### src/rtl/spi_mem_arbiter.sv
`default_nettype none
// ============================================================================
// Module   : spi_mem_arbiter
// Purpose  : Shares one single-port synchronous SRAM between the SPI SRAM
//            slave (fixed absolute priority, combinational same-cycle path)
//            and the 6502 CPU bus (req/ready handshake, stalled while the
//            SPI slave holds the RAM, with a saturating starvation monitor).
//
// Ports    : clk, rst         - clock, asynchronous active-high reset
//            en               - clock enable (all state frozen when low)
//            s_addr/s_en/s_wr/s_wdata/s_rdata
//                             - SPI slave access port (cannot stall)
//            c_req/c_wr/c_addr/c_wdata/c_rdata/c_ready/c_starved
//                             - CPU access port with completion pulse
//            ram_addr/ram_en/ram_wr/ram_wdata/ram_rdata
//                             - RAM macro port (1-cycle read latency)
//
// Options  : SPI_MEM_ARBITER_WINDOW_EN - SPI accesses whose address bits
//            above ADDR_W are non-zero are dropped (no RAM access, no CPU
//            blocking) and read back as 8'hFF. Without it those bits are
//            ignored and SPI accesses alias into the RAM.
//
// Revision : 1.0 - initial release
// ============================================================================
module spi_mem_arbiter #(
  parameter int ADDR_W   = 16,
  parameter int WAIT_W   = 6,
  parameter int MAX_WAIT = 32
) (
  input  logic              clk,
  input  logic              rst,
  input  logic              en,
  input  logic [23:0]       s_addr,
  input  logic              s_en,
  input  logic              s_wr,
  input  logic [7:0]        s_wdata,
  output logic [7:0]        s_rdata,
  input  logic              c_req,
  input  logic              c_wr,
  input  logic [ADDR_W-1:0] c_addr,
  input  logic [7:0]        c_wdata,
  output logic [7:0]        c_rdata,
  output logic              c_ready,
  output logic              c_starved,
  output logic [ADDR_W-1:0] ram_addr,
  output logic              ram_en,
  output logic              ram_wr,
  output logic [7:0]        ram_wdata,
  input  logic [7:0]        ram_rdata
);

  typedef enum logic [0:0] {
    ST_IDLE     = 1'b0,
    ST_CPU_RESP = 1'b1
  } state_t;

  state_t            state_q, state_d;
  logic [WAIT_W-1:0] wait_cnt_q, wait_cnt_d;
  logic              starved_q, starved_d;
  logic [7:0]        hold_q, hold_d;

  logic              spi_grant;
  logic              cpu_grant;
  logic              cpu_resp;
  logic [23:0]       s_addr_hi;

  // SPI address bits that lie above the RAM address range.
  assign s_addr_hi = s_addr >> ADDR_W;

`ifdef SPI_MEM_ARBITER_WINDOW_EN
  logic oow_q, oow_d;
  logic in_window;

  assign in_window = (s_addr_hi == 24'd0);
  assign spi_grant = s_en && in_window;

  // Remembers that the previous SPI access missed the RAM so its read data
  // can be replaced by the bus-idle pattern.
  always_comb begin
    oow_d = oow_q;
    if (en) begin
      oow_d = s_en && !in_window;
    end
  end

  always_ff @(posedge clk or posedge rst) begin
    if (rst) begin
      oow_q <= 1'b0;
    end else begin
      oow_q <= oow_d;
    end
  end

  assign s_rdata = oow_q ? 8'hFF : ram_rdata;
`else
  logic unused_s_addr_hi;

  // Upper SPI address bits are deliberately ignored (aliasing).
  assign unused_s_addr_hi = ^s_addr_hi;
  assign spi_grant        = s_en;
  assign s_rdata          = ram_rdata;
`endif

  // The CPU may only use the port when the SPI slave does not claim it.
  assign cpu_grant = !spi_grant && (state_q == ST_IDLE) && c_req && en;
  assign cpu_resp  = (state_q == ST_CPU_RESP) && en;

  // RAM port mux: SPI first, CPU otherwise; CPU values when idle.
  always_comb begin
    ram_en    = 1'b0;
    ram_wr    = 1'b0;
    ram_addr  = c_addr;
    ram_wdata = c_wdata;
    if (spi_grant) begin
      ram_en    = 1'b1;
      ram_wr    = s_wr;
      ram_addr  = s_addr[ADDR_W-1:0];
      ram_wdata = s_wdata;
    end else if (cpu_grant) begin
      ram_en    = 1'b1;
      ram_wr    = c_wr;
    end
  end

  // Next-state logic; every register holds its value while en is low.
  always_comb begin
    state_d    = state_q;
    wait_cnt_d = wait_cnt_q;
    starved_d  = starved_q;
    hold_d     = hold_q;
    if (en) begin
      // Starvation flag lags the counter by one cycle.
      starved_d = (wait_cnt_q >= WAIT_W'(MAX_WAIT));
      case (state_q)
        ST_IDLE: begin
          if (cpu_grant) begin
            state_d = ST_CPU_RESP;
          end else if (c_req && spi_grant) begin
            if (wait_cnt_q != {WAIT_W{1'b1}}) begin
              wait_cnt_d = wait_cnt_q + WAIT_W'(1);
            end
          end
        end
        ST_CPU_RESP: begin
          state_d    = ST_IDLE;
          hold_d     = ram_rdata;
          wait_cnt_d = '0;
        end
        default: begin
          state_d = ST_IDLE;
        end
      endcase
    end
  end

  always_ff @(posedge clk or posedge rst) begin
    if (rst) begin
      state_q    <= ST_IDLE;
      wait_cnt_q <= '0;
      starved_q  <= 1'b0;
      hold_q     <= 8'h00;
    end else begin
      state_q    <= state_d;
      wait_cnt_q <= wait_cnt_d;
      starved_q  <= starved_d;
      hold_q     <= hold_d;
    end
  end

  assign c_ready   = cpu_resp;
  // The RAM read data is forwarded in the response cycle and held after.
  assign c_rdata   = cpu_resp ? ram_rdata : hold_q;
  assign c_starved = starved_q;

endmodule
`default_nettype wire

### config.mk
export PLATFORM = sky130hd
export DESIGN_NAME = spi_mem_arbiter
export DESIGN_NICKNAME = d
export VERILOG_FILES = /design/src/rtl/spi_mem_arbiter.sv
export SDC_FILE = /design/constraint.sdc
export NUM_CORES = 1
export LEC_CHECK = 0
export CORE_UTILIZATION = 29
export CTS_CLUSTER_SIZE = 14
export DETAILED_ROUTE_END_ITERATION = 10
export PLACE_DENSITY = 0.89
export RECOVER_POWER = 25
export SYNTH_ARGS = -nofsm -noshare
export SYNTH_HDL_FRONTEND = slang
export SYNTH_SLANG_ARGS = --single-unit
### constraint.sdc
create_clock -name clk -period 1.9 [get_ports clk]
set_clock_uncertainty 0.05 [all_clocks]
set_input_delay 0.19 -clock clk [delete_from_list [all_inputs] [get_ports clk]]
set_output_delay 0.19 -clock clk [all_outputs]
set_load 0.02 [all_outputs]
==> results of run 1 <==
## routing by layer
layer / global-route usage, % / part of all wire, % / up-vias
met5: 0 / 0 / -
met2: 32.05 / 52 / 69
li1: - / - / 567
met3: 8.152 / 12 / 2
met1: 16.59 / 36 / 519
met4: 3.693 / 0.42 / 0
## repair_timing
item	in CTS	in global routing
hold endpoints to repair	0	0
resized for setup	34	0
endpoints found under the setup margin	34	0
## power by group
part           leakage (nW)  internal (W)  switching [W]  total [W]
combinational         0.759      0.000343       0.000290   0.000633
sequential            0.202      0.000421      0.0000461   0.000467
clock                0.0288      0.000184       0.000115   0.000299
## worst max path at each step
stage,from,slack [ns],cells after the start,end
3_3_place_gp,s_en,-0.13,4,ram_addr[8]
4_1_cts,en,0.07,5,c_ready
2_1_floorplan,wait_cnt_q[0],0.31,5,wait_cnt_q[5]
5_1_grt,state_q,0.02,5,ram_wr
3_5_place_dp,s_en,-0.14,4,ram_addr[8]
6_report,s_en,0.08,4,ram_wdata[0]
## layout by cell type (no fill, tap or decap)
cell / n
a21o_1: 2
a21oi_1: 3
a31oi_1: 2
and3_1: 1
buf_12: 2
buf_4: 5
clkbuf_1: 2
clkbuf_8: 4
clkdlybuf4s50_1: 71
dfrtp_1: 16
dlygate4sd2_1: 34
dlygate4sd3_1: 1
ha_1: 2
inv_1: 7
mux2_2: 33
nand2_1: 6
nand2b_1: 2
nand3_1: 2
nand4b_1: 1
nor2_1: 2
nor3_1: 1
o211ai_4: 1
o21ai_0: 4
o22ai_1: 1
o31ai_1: 1
or3_1: 2
or4_1: 1
## sequential cells by signal, summed over array words and instances (netlist names)
| name | count |
|---|---|
| c_starved | 1 |
| state_q | 1 |
| wait_cnt_q | 6 |
| hold_q | 8 |
## layout make-up
cell class / count / area [um^2]
multi-input cells: 67 / 586.8
fillers: 300 / 1239
repair buffers: 115 / 1104
inverters: 7 / 26.28
well taps: 46 / 57.56
clock buffers: 4 / 55.05
flip-flops and latches: 16 / 400.4
## worst max-delay path, cell delays in order
cell	delay, ns
clkdlybuf4s50_1	0.50
buf_12	0.19
mux2_2	0.35
dlygate4sd2_1	0.33
## stage by stage
step	setup WS (ns)	utilization (%)	cells	hold WS, ns	setup TNS (ns)
after floorplan	0.3064	-	102	0.05374	0
after global placement	-0.1334	64.14	251	0.4258	-3.678
after detailed placement	-0.1373	64.14	251	0.4337	-3.915
after CTS	0.07070	64.50	255	0.2800	0
after global routing	0.02327	64.29	255	0.4600	0
final	0.08352	64.29	255	0.3863	0
## logic make-up (layout without fill, tap and decap cells)
| family | after synthesis | in the layout | share of synthesized area (%) |
|---|---|---|---|
| multiplexers | 33 | 33 | 34.02 |
| AO/OA/AOI/OAI | 14 | 14 | 8.934 |
| adder cells (fa/ha/maj) | 2 | 2 | 2.291 |
| buffers and inverters | 19 | 126 | 9.622 |
| AND/OR/NAND/NOR | 18 | 18 | 8.477 |
| flip-flops | 16 | 16 | 36.65 |
==> impl_results.md, run 1 <==
* H-tree depth at 1
* Final Power at roughly 0.0014 W
* Total CTS buffers at 3
* Die Area at 4016 um^2
* Synthesized instance count at approximately 100
* Port bufs at 106
* FF-to-FF End: wait_cnt_q[5]
* Initial antenna violation count at 0
* Top FF cell, synth: dfrtp_1
* Placed instance area at around 2200 um^2
* Nets at about 280
* # hold bufs at CTS at 0
* Ys Warns at 0
* Yosys cell types at 23
* Clock Sinks at 16
* CTS root buffer: clkbuf_8
* Clock latency at the later pin of the worst-skew pair at between 0.2 and 0.3 ns
* Worst ir drop on vdd at 0.2679 mV
* Status: finished, final reports clean
* Die height at about 63 um
* Synth area leaders: dfrtp_1 (37%), mux2_2 (34%), buf_4 (5.5%)
* Avg Inst Size Synth at between 10 and 15 um^2
* GRT Total Usage at between 10% and 20%
* Max Slew Vio Count at 0
* FF-to-FF Start: wait_cnt_q[0]
* Largest net degree at the start of global routing at 30
* DR iter-0 viols at 30
* Area delta synth->final at 104.1%
* Critical Path RT at 1.66 ns
* Crit path launch type: primary input
* GP Congestion at ~0.8
* Yosys reg bits at 16
* Cell Rows at 21
* Tmin final at 1.816 ns
* Mapped Area at between 1000 and 1500 um^2
* Slew @ Worst Pin at 0.5845 ns
* Share of layout cells above drive strength 1 at between 20% and 30%
* DR vias at between 1000 and 1500
* Most instantiated library cell after synthesis: mux2_2
* Post-CTS setup buffer count at 0
* Post-DP HPWL at 2762 um
* R2R Setup Slk at roughly 0.24 ns
* Power Dens Cells at roughly 630 nW/um^2
* Critical path arrival at around 1.6 ns
* Ports at around 120
* Seq/Total Area, Yosys at 36.66%
* Initial core utilization at roughly a third
* Hold Vio Cnt, Final at 0
* R2r worst-path depth at 5
* CP max FO at 29
* Core Area at approximately 3500 um^2
* Via density at around 4.5
* Setup violators final at 0
* Post-synth EDFFs at 0
* CTS tree: yes
* Worst-path clk slew at roughly 0.06 ns
* Diode count at 0
* RSZ-0062 raised after global routing: no
* Vias in the first global route at 1263
* Slew headroom at between 60% and 70%
* Cell taking the most area after synthesis: dfrtp_1
* Synth async-reset ratio at 100.0%
* Global route overflow at 0
* Top-area cell type share of the netlist area at a little over a third
* Routed len/inst at ~13 um
* Final instance area at 2230 um^2
* Antenna-violating nets left at 0
* Lkg Pwr at approximately 1 nW
* Clk buf depth at 2
* Die Wd at roughly 63 um
* Hold crit path type: in -> async
* Achievable Freq at around 550 MHz
* DRC Markers at 0
* First-pass GRT wire length at between 5000 and 6000 um
* Routed wire length at between 3000 and 4000 um
* Synth top cells by count: mux2_2 (33), dfrtp_1 (16), buf_4 (8)
* Mapped Nets at 175
* Period utilisation layout at a little over nine tenths
* CP endpoint kind: output pin
* Max-Cap Viols at 0
* Critical path class: in -> out
* DR pass1 iterations at 4
Note: power is estimated with default switching activity, not from simulation.
==> run 2: changes to the inputs <==
Settings changed: CORE_MARGIN set to 1.5, CORE_UTILIZATION 29 to 31, PLACE_DENSITY 0.89 to 0.94, SLEW_MARGIN set to 5.
Clock period 1.9 ns to 2.23 ns, I/O delays scaled along.
==> impl_results.md, run 2 (synthesis results as in run 1) <==
* DR iter-0 viols at 21 (-30%)
* Clk buf depth at 2 (unchanged)
* Placed insts at 245 (-2.4%)
* Via density at 4.631 (+2.1%)
* Area delta synth->final at 103.9%
* Clock latency at the later pin of the worst-skew pair at 0.29 ns (+0.04 ns)
* DR vias at 1153 (-0.35%)
* Logic pwr share at 49.7% (+4.4 points)
* FF-to-FF Start: wait_cnt_q[0]
* Largest register FFs at 8 (unchanged)
* Largest net degree at the start of global routing at 30 (unchanged)
* Antenna-violating nets left at 0 (unchanged)
* Hold Vio Cnt, Final at 0 (unchanged)
* Share of layout cells above drive strength 1 at 19.70% (-1.8 points)
* Largest regs: hold_q x8, wait_cnt_q x6
* Global route overflow at 0 (unchanged)
* Total CTS buffers at 3 (unchanged)
* Non-filler cells, final at 249 (-2.4%)
* Final instance area at 2227 um^2 (-0.11%)
* Lkg Pwr at 0.9679 nW (-2.3%)
* Placed instance area at 2180 um^2 (-2.0%)
* Critical path arrival at 1.86 ns (+0.28 ns)
* Largest Register: hold_q
* FF-to-FF End: wait_cnt_q[5]
* Cell-internal power at 0.0007907 W (-17%)
* Nets at 277 (-2.1%)
* GP Congestion at 0.7393 (-7.0%)
* Power Dens Cells at 524.4 nW/um^2 (-16%)
* Total negative setup slack at 0 ns (unchanged)
* Critical path class: reg -> out
* Status: finished, final reports clean
* Net Switching at 0.0003772 W (-16%)
* Critical Path RT at 1.96 ns (+0.30 ns)
* DR pass1 iterations at 4 (unchanged)
* Die height at 62.36 um (-1.6%)
* RSZ-0062 raised after global routing: no
* Fillers at 289 (-3.7%)
* CP endpoint kind: output pin
* Initial antenna violation count at 0 (unchanged)
* CP max FO at 9 (-69%)
* Max Slew Vio Count at 0 (unchanged)
* Routed wire length at 3288 um (-0.36%)
* Met2 WL at 1774 um (+3.4%)
* Met1 WL at 1145 um (-3.1%)
* DRC Markers at 0 (unchanged)
* Slew headroom at 60.37% (-0.62 points)
* Routed len/inst at 13.20 um (+2.0%)
* Initial core utilization at 32.48% (+0.98 points)
* Final worst slack at 0.09574 ns (+0.01223 ns)
* Die Area at 3889 um^2 (-3.2%)
* Sw Share at 32.30% (about the same)
* Hold crit path type: in -> async
* Post-DP HPWL at 2788 um (+0.96%)
* Crit path launch type: flip-flop
* Cell Rows at 21 (unchanged)
* Port bufs at 106 (unchanged)
* Setup violators final at 0 (unchanged)
* CTS tree: yes
* Ports at 115 (unchanged)
* Die Wd at 62.36 um (-1.6%)
* Slew @ Worst Pin at 0.5938 ns (+0.009322 ns)
* Post-CTS setup buffer count at 0 (unchanged)
* Most frequent cells in the layout: clkdlybuf4s50_1 (99), mux2_2 (33), dfrtp_1 (16)
* Top sig layer: met4
* First-pass GRT wire length at 5409 um (+0.63%)
* Worst-path clk slew at 0.09 ns (+0.03 ns)
* CTS root buffer: clkbuf_4
* Final Power at 0.001168 W (-16%)
* WL met3 at 334 um (-14%)
* Tmin final at 2.134 ns
* Period utilisation layout at between 90% and 100%
* Worst ir drop on vdd at 0.2075 mV (-23%)
* Register share of total power at 34.0% (+0.6 points)
* GRT Total Usage at 17.20% (+0.14 points)
* Clock Sinks at 16 (unchanged)
* Vias in the first global route at 1219 (-3.5%)
* R2r worst-path depth at 5 (unchanged)
* Clock power share at 16.3% (-5.1 points)
* Post-place setup slack at 0.1185 ns (+0.2558 ns)
* Max-Cap Viols at 0 (unchanged)
* Multi-input gate area at 586.8 um^2 (unchanged)
* Seq. cell area at 400.4 um^2 (unchanged)
* Core Area at 3363 um^2 (-3.0%)
* Achievable Freq at roughly 470 MHz
* H-tree depth at 1 (unchanged)
* R2R Setup Slk at 0.49 ns (+0.25 ns)
* Diode count at 0 (unchanged)
* Commonest non-fill, non-tap cell in the layout: clkdlybuf4s50_1
run 2: changes by cell type in the layout (fill, tap and decap cells not counted), sizes merged:
cell | before | now
clkdlybuf4s50 | 71 | 99
clkbuf | 6 | 5
dlygate4sd2 | 34 | 0
dlymetal6s2s | 0 | 6
buf | 7 | 2
run 2: power groups by stage:
stage / Clock (W) / Combinational, W / Sequential [W]
after floorplan: 0 / 0.000298 / 0.000392
after global placement: 0 / 0.000582 / 0.000399
after detailed placement: 0 / 0.000593 / 0.000404
after CTS: 0.000197 / 0.000597 / 0.000397
after global routing: 0.000208 / 0.000620 / 0.000407
final: 0.000190 / 0.000580 / 0.000397
run 2: timing repair:
item,4_1_cts,5_1_grt
setup endpoints to repair,0,6
hold buffers,0,0
gates resized for setup,0,6
run 2: per-layer routing:
| layer | GRT usage, % | vias up |
|---|---|---|
| met5 | 0 | - |
| met4 | 5.000 | 0 |
| met3 | 5.978 | 4 |
| met2 | 33.56 | 62 |
| met1 | 16.95 | 531 |
| li1 | - | 556 |
run 2: critical path, cell delays in order, from the launching register on:
cell and delay [ns]:
dfrtp_1 0.44, nand2_1 0.13, buf_12 0.13, mux2_2 0.34
clkdlybuf4s50_1 0.54
run 2: cell type report:
cell class / instances / share of cell area (%)
clock buffers: 4 / 1.629
inverters: 7 / 1.180
repair buffers: 109 / 50.28
flip-flops and latches: 16 / 17.98
multi-input cells: 67 / 26.35
well taps: 46 / 2.584
run 2: worst max-delay path by stage:
stage | start | to | cells after the start
finish | state_q | c_rdata[1] | 4
global route | state_q | c_rdata[7] | 4
global placement | s_en | ram_addr[4] | 4
floorplan | wait_cnt_q[0] | wait_cnt_q[5] | 5
detailed placement | s_en | ram_addr[9] | 4
CTS | state_q | c_rdata[4] | 4
run 2: per-stage QoR:
| step | utilization (%) | hold WS (ns) |
|---|---|---|
| floorplan | - | 0.08674 |
| global placement | 64.81 | 0.4262 |
| detailed placement | 64.81 | 0.4354 |
| CTS | 65.89 | 0.2440 |
| global route | 66.22 | 0.4164 |
| finish | 66.22 | 0.3759 |
==> run 3: changes to the inputs <==
--- a/constraint.sdc
+++ b/constraint.sdc
@@ -4,2 +4,2 @@
 set_output_delay 0.223 -clock clk [all_outputs]
-set_load 0.02 [all_outputs]
+set_load 0.1 [all_outputs]
==> impl_results.md, run 3 (synthesis results as in run 1) <==
* CP endpoint kind: output pin
* Post-DP HPWL at 3724 um (+34%)
* Worst path cell trace: dlygate4sd3_1 -> clkbuf_1 -> nand3_1 -> o21ai_2 -> buf_12
* H-tree depth at 1 (unchanged)
* Largest net degree at the start of global routing at 17 (-43%)
* Largest Register: hold_q
* Hold Vio Cnt, Final at 0 (unchanged)
* Critical-path top delay cell: dlygate4sd3_1
* Worst-path clk slew at 0.09 ns (about the same)
* Vias in the first global route at 1370 (+12%)
* CP startpoint: en
* Clk buf depth at 2 (unchanged)
* Largest regs: hold_q x8, wait_cnt_q x6
* Slew @ Worst Pin at 1.186 ns (+0.5920 ns)
* Logic pwr share at 69.8% (+20 points)
* Most frequent cells in the layout: clkdlybuf4s50_1 (60), buf_12 (35), mux2_2 (33)
* DR vias at 1199 (+4.0%)
* First-pass GRT wire length at 6955 um (+29%)
* Nets at 277 (unchanged)
* GRT Total Usage at 23.23% (+6.0 points)
* Slew headroom at 21.28% (-39 points)
* Diode count at 0 (unchanged)
* GP Congestion at 0.7578 (+2.5%)
* Crit-path leading delay family: buffers and inverters
* Worst ir drop on vdd at 0.3918 mV (+89%)
* Post-CTS setup buffer count at 0 (unchanged)
* FF-to-FF Start: wait_cnt_q[0]
* Routed len/inst at 16.97 um (+28%)
* Net Switching at 0.0009889 W (+160%)
* Levels on crit path at 5 (+1)
* Total CTS buffers at 3 (unchanged)
* Cell Rows at 21 (unchanged)
* Port bufs at 106 (unchanged)
* Achievable Freq at 494.3 MHz (+5.5%)
* Clock latency at the later pin of the worst-skew pair at 0.29 ns (about the same)
* Lkg Pwr at 1.096 nW (+13%)
* Initial core utilization at 32.48% (unchanged)
* Period utilisation layout at 90.73% (-5.0 points)
* Status: finished, final reports clean
* Die Wd at 62.36 um (unchanged)
* Share of layout cells above drive strength 1 at 41.38% (+22 points)
* Tmin final at 2.023 ns (-0.1111 ns)
* Max Slew Vio Count at 0 (unchanged)
* CP endpoint: ram_wr
* Sw Share at 50.53% (+18 points)
* Die Area at 3889 um^2 (unchanged)
* Register share of total power at 20.4% (-14 points)
* CTS tree: yes
* Crit path launch type: primary input
* Hold crit path type: in -> async
* DR iter-0 viols at 13 (-38%)
* Routed wire length at 4225 um (+28%)
* Worst Path Buf+Inv at 3 (+1)
* Cell-internal power at 0.0009681 W (+22%)
* Antenna-violating nets left at 0 (unchanged)
* DRC Markers at 0 (unchanged)
* R2R Setup Slk at 0.48 ns (about the same)
* Power Dens Cells at 778.2 nW/um^2 (+48%)
* # hold bufs at CTS at 0 (unchanged)
* CP peak stage delay at 0.55 ns (about the same)
* Fillers at 227 (-21%)
* CTS root buffer: clkbuf_4
* Area delta synth->final at 130.2%
* Initial antenna violation count at 0 (unchanged)
* Critical path class: in -> out
* Via density at 4.815 (+4.0%)
* Max-Cap Viols at 0 (unchanged)
* Total negative setup slack at 0 ns (unchanged)
* Critical Path RT at 1.96 ns (about the same)
* R2r worst-path depth at 5 (unchanged)
* DR pass1 iterations at 4 (unchanged)
* RSZ-0062 raised after global routing: no
* FF-to-FF End: wait_cnt_q[5]
* Core Area at 3363 um^2 (unchanged)
* Ports at 115 (unchanged)
* CP max FO at 6 (-3)
* Clock power share at 9.8% (-6.5 points)
* Clock Sinks at 16 (unchanged)
* Largest register FFs at 8 (unchanged)
* Global route overflow at 0 (unchanged)
* Commonest non-fill, non-tap cell in the layout: clkdlybuf4s50_1
* Die height at 62.36 um (unchanged)
* CTS resizes at 0 (unchanged)
* Critical path arrival at 1.75 ns (-0.11 ns)
* Final Hold Slack at 0.3735 ns (-0.002355 ns)
* Setup violators final at 0 (unchanged)
run 3: worst min path at each step:
stage	from	endpoint	slack (ns)	cells after the start
floorplan	rst	c_starved	0.09	1
global placement	c_starved	c_starved	0.45	1
detailed placement	c_starved	c_starved	0.45	1
CTS	rst	hold_q[4]	0.26	2
global route	rst	hold_q[5]	0.47	2
finish	rst	hold_q[0]	0.37	2
run 3: power groups by stage:
stage,Combinational [W],Clock [W],Sequential (W)
3_3_place_gp,0.00134,0,0.000399
6_report,0.00137,0.000192,0.000400
2_1_floorplan,0.000847,0,0.000392
4_1_cts,0.00138,0.000194,0.000400
5_1_grt,0.00141,0.000201,0.000411
3_5_place_dp,0.00137,0,0.000405
run 3: layer usage:
metal  up-vias  global-route usage, %  share of wire [%]  wire length (um)
met4         0                  8.056                2.2                91
li1        554                      -                  -                 -
met1       565                  22.85                 33              1395
met2        71                  45.38                 55              2310
met3         9                  7.246                 10               427
met5         -                      0                  0                 0
run 3: final cells by class:
type | count | area, um^2 | area share [%]
Inverter | 7 | 26.28 | 1.045
Clock buffer | 4 | 36.28 | 1.443
Multi-Input combinational cell | 67 | 590.6 | 23.48
Sequential cell | 16 | 400.4 | 15.92
Timing Repair Buffer | 109 | 1404 | 55.82
Tap cell | 46 | 57.56 | 2.289
run 3: through the flow:
step | instance area, um^2 | setup WS (ns) | total power [W] | std cells | utilization [%]
final | 2515 | 0.2068 | 0.001957 | 249 | 74.78
after CTS | 2522 | 0.2654 | 0.001969 | 249 | 75.00
after global routing | 2515 | 0.09556 | 0.002018 | 249 | 74.78
after detailed placement | 2486 | 0.3591 | 0.001778 | 245 | 73.92
after global placement | 2486 | 0.4062 | 0.001744 | 245 | 73.92
after floorplan | 1096 | 0.4181 | 0.001239 | 102 | -
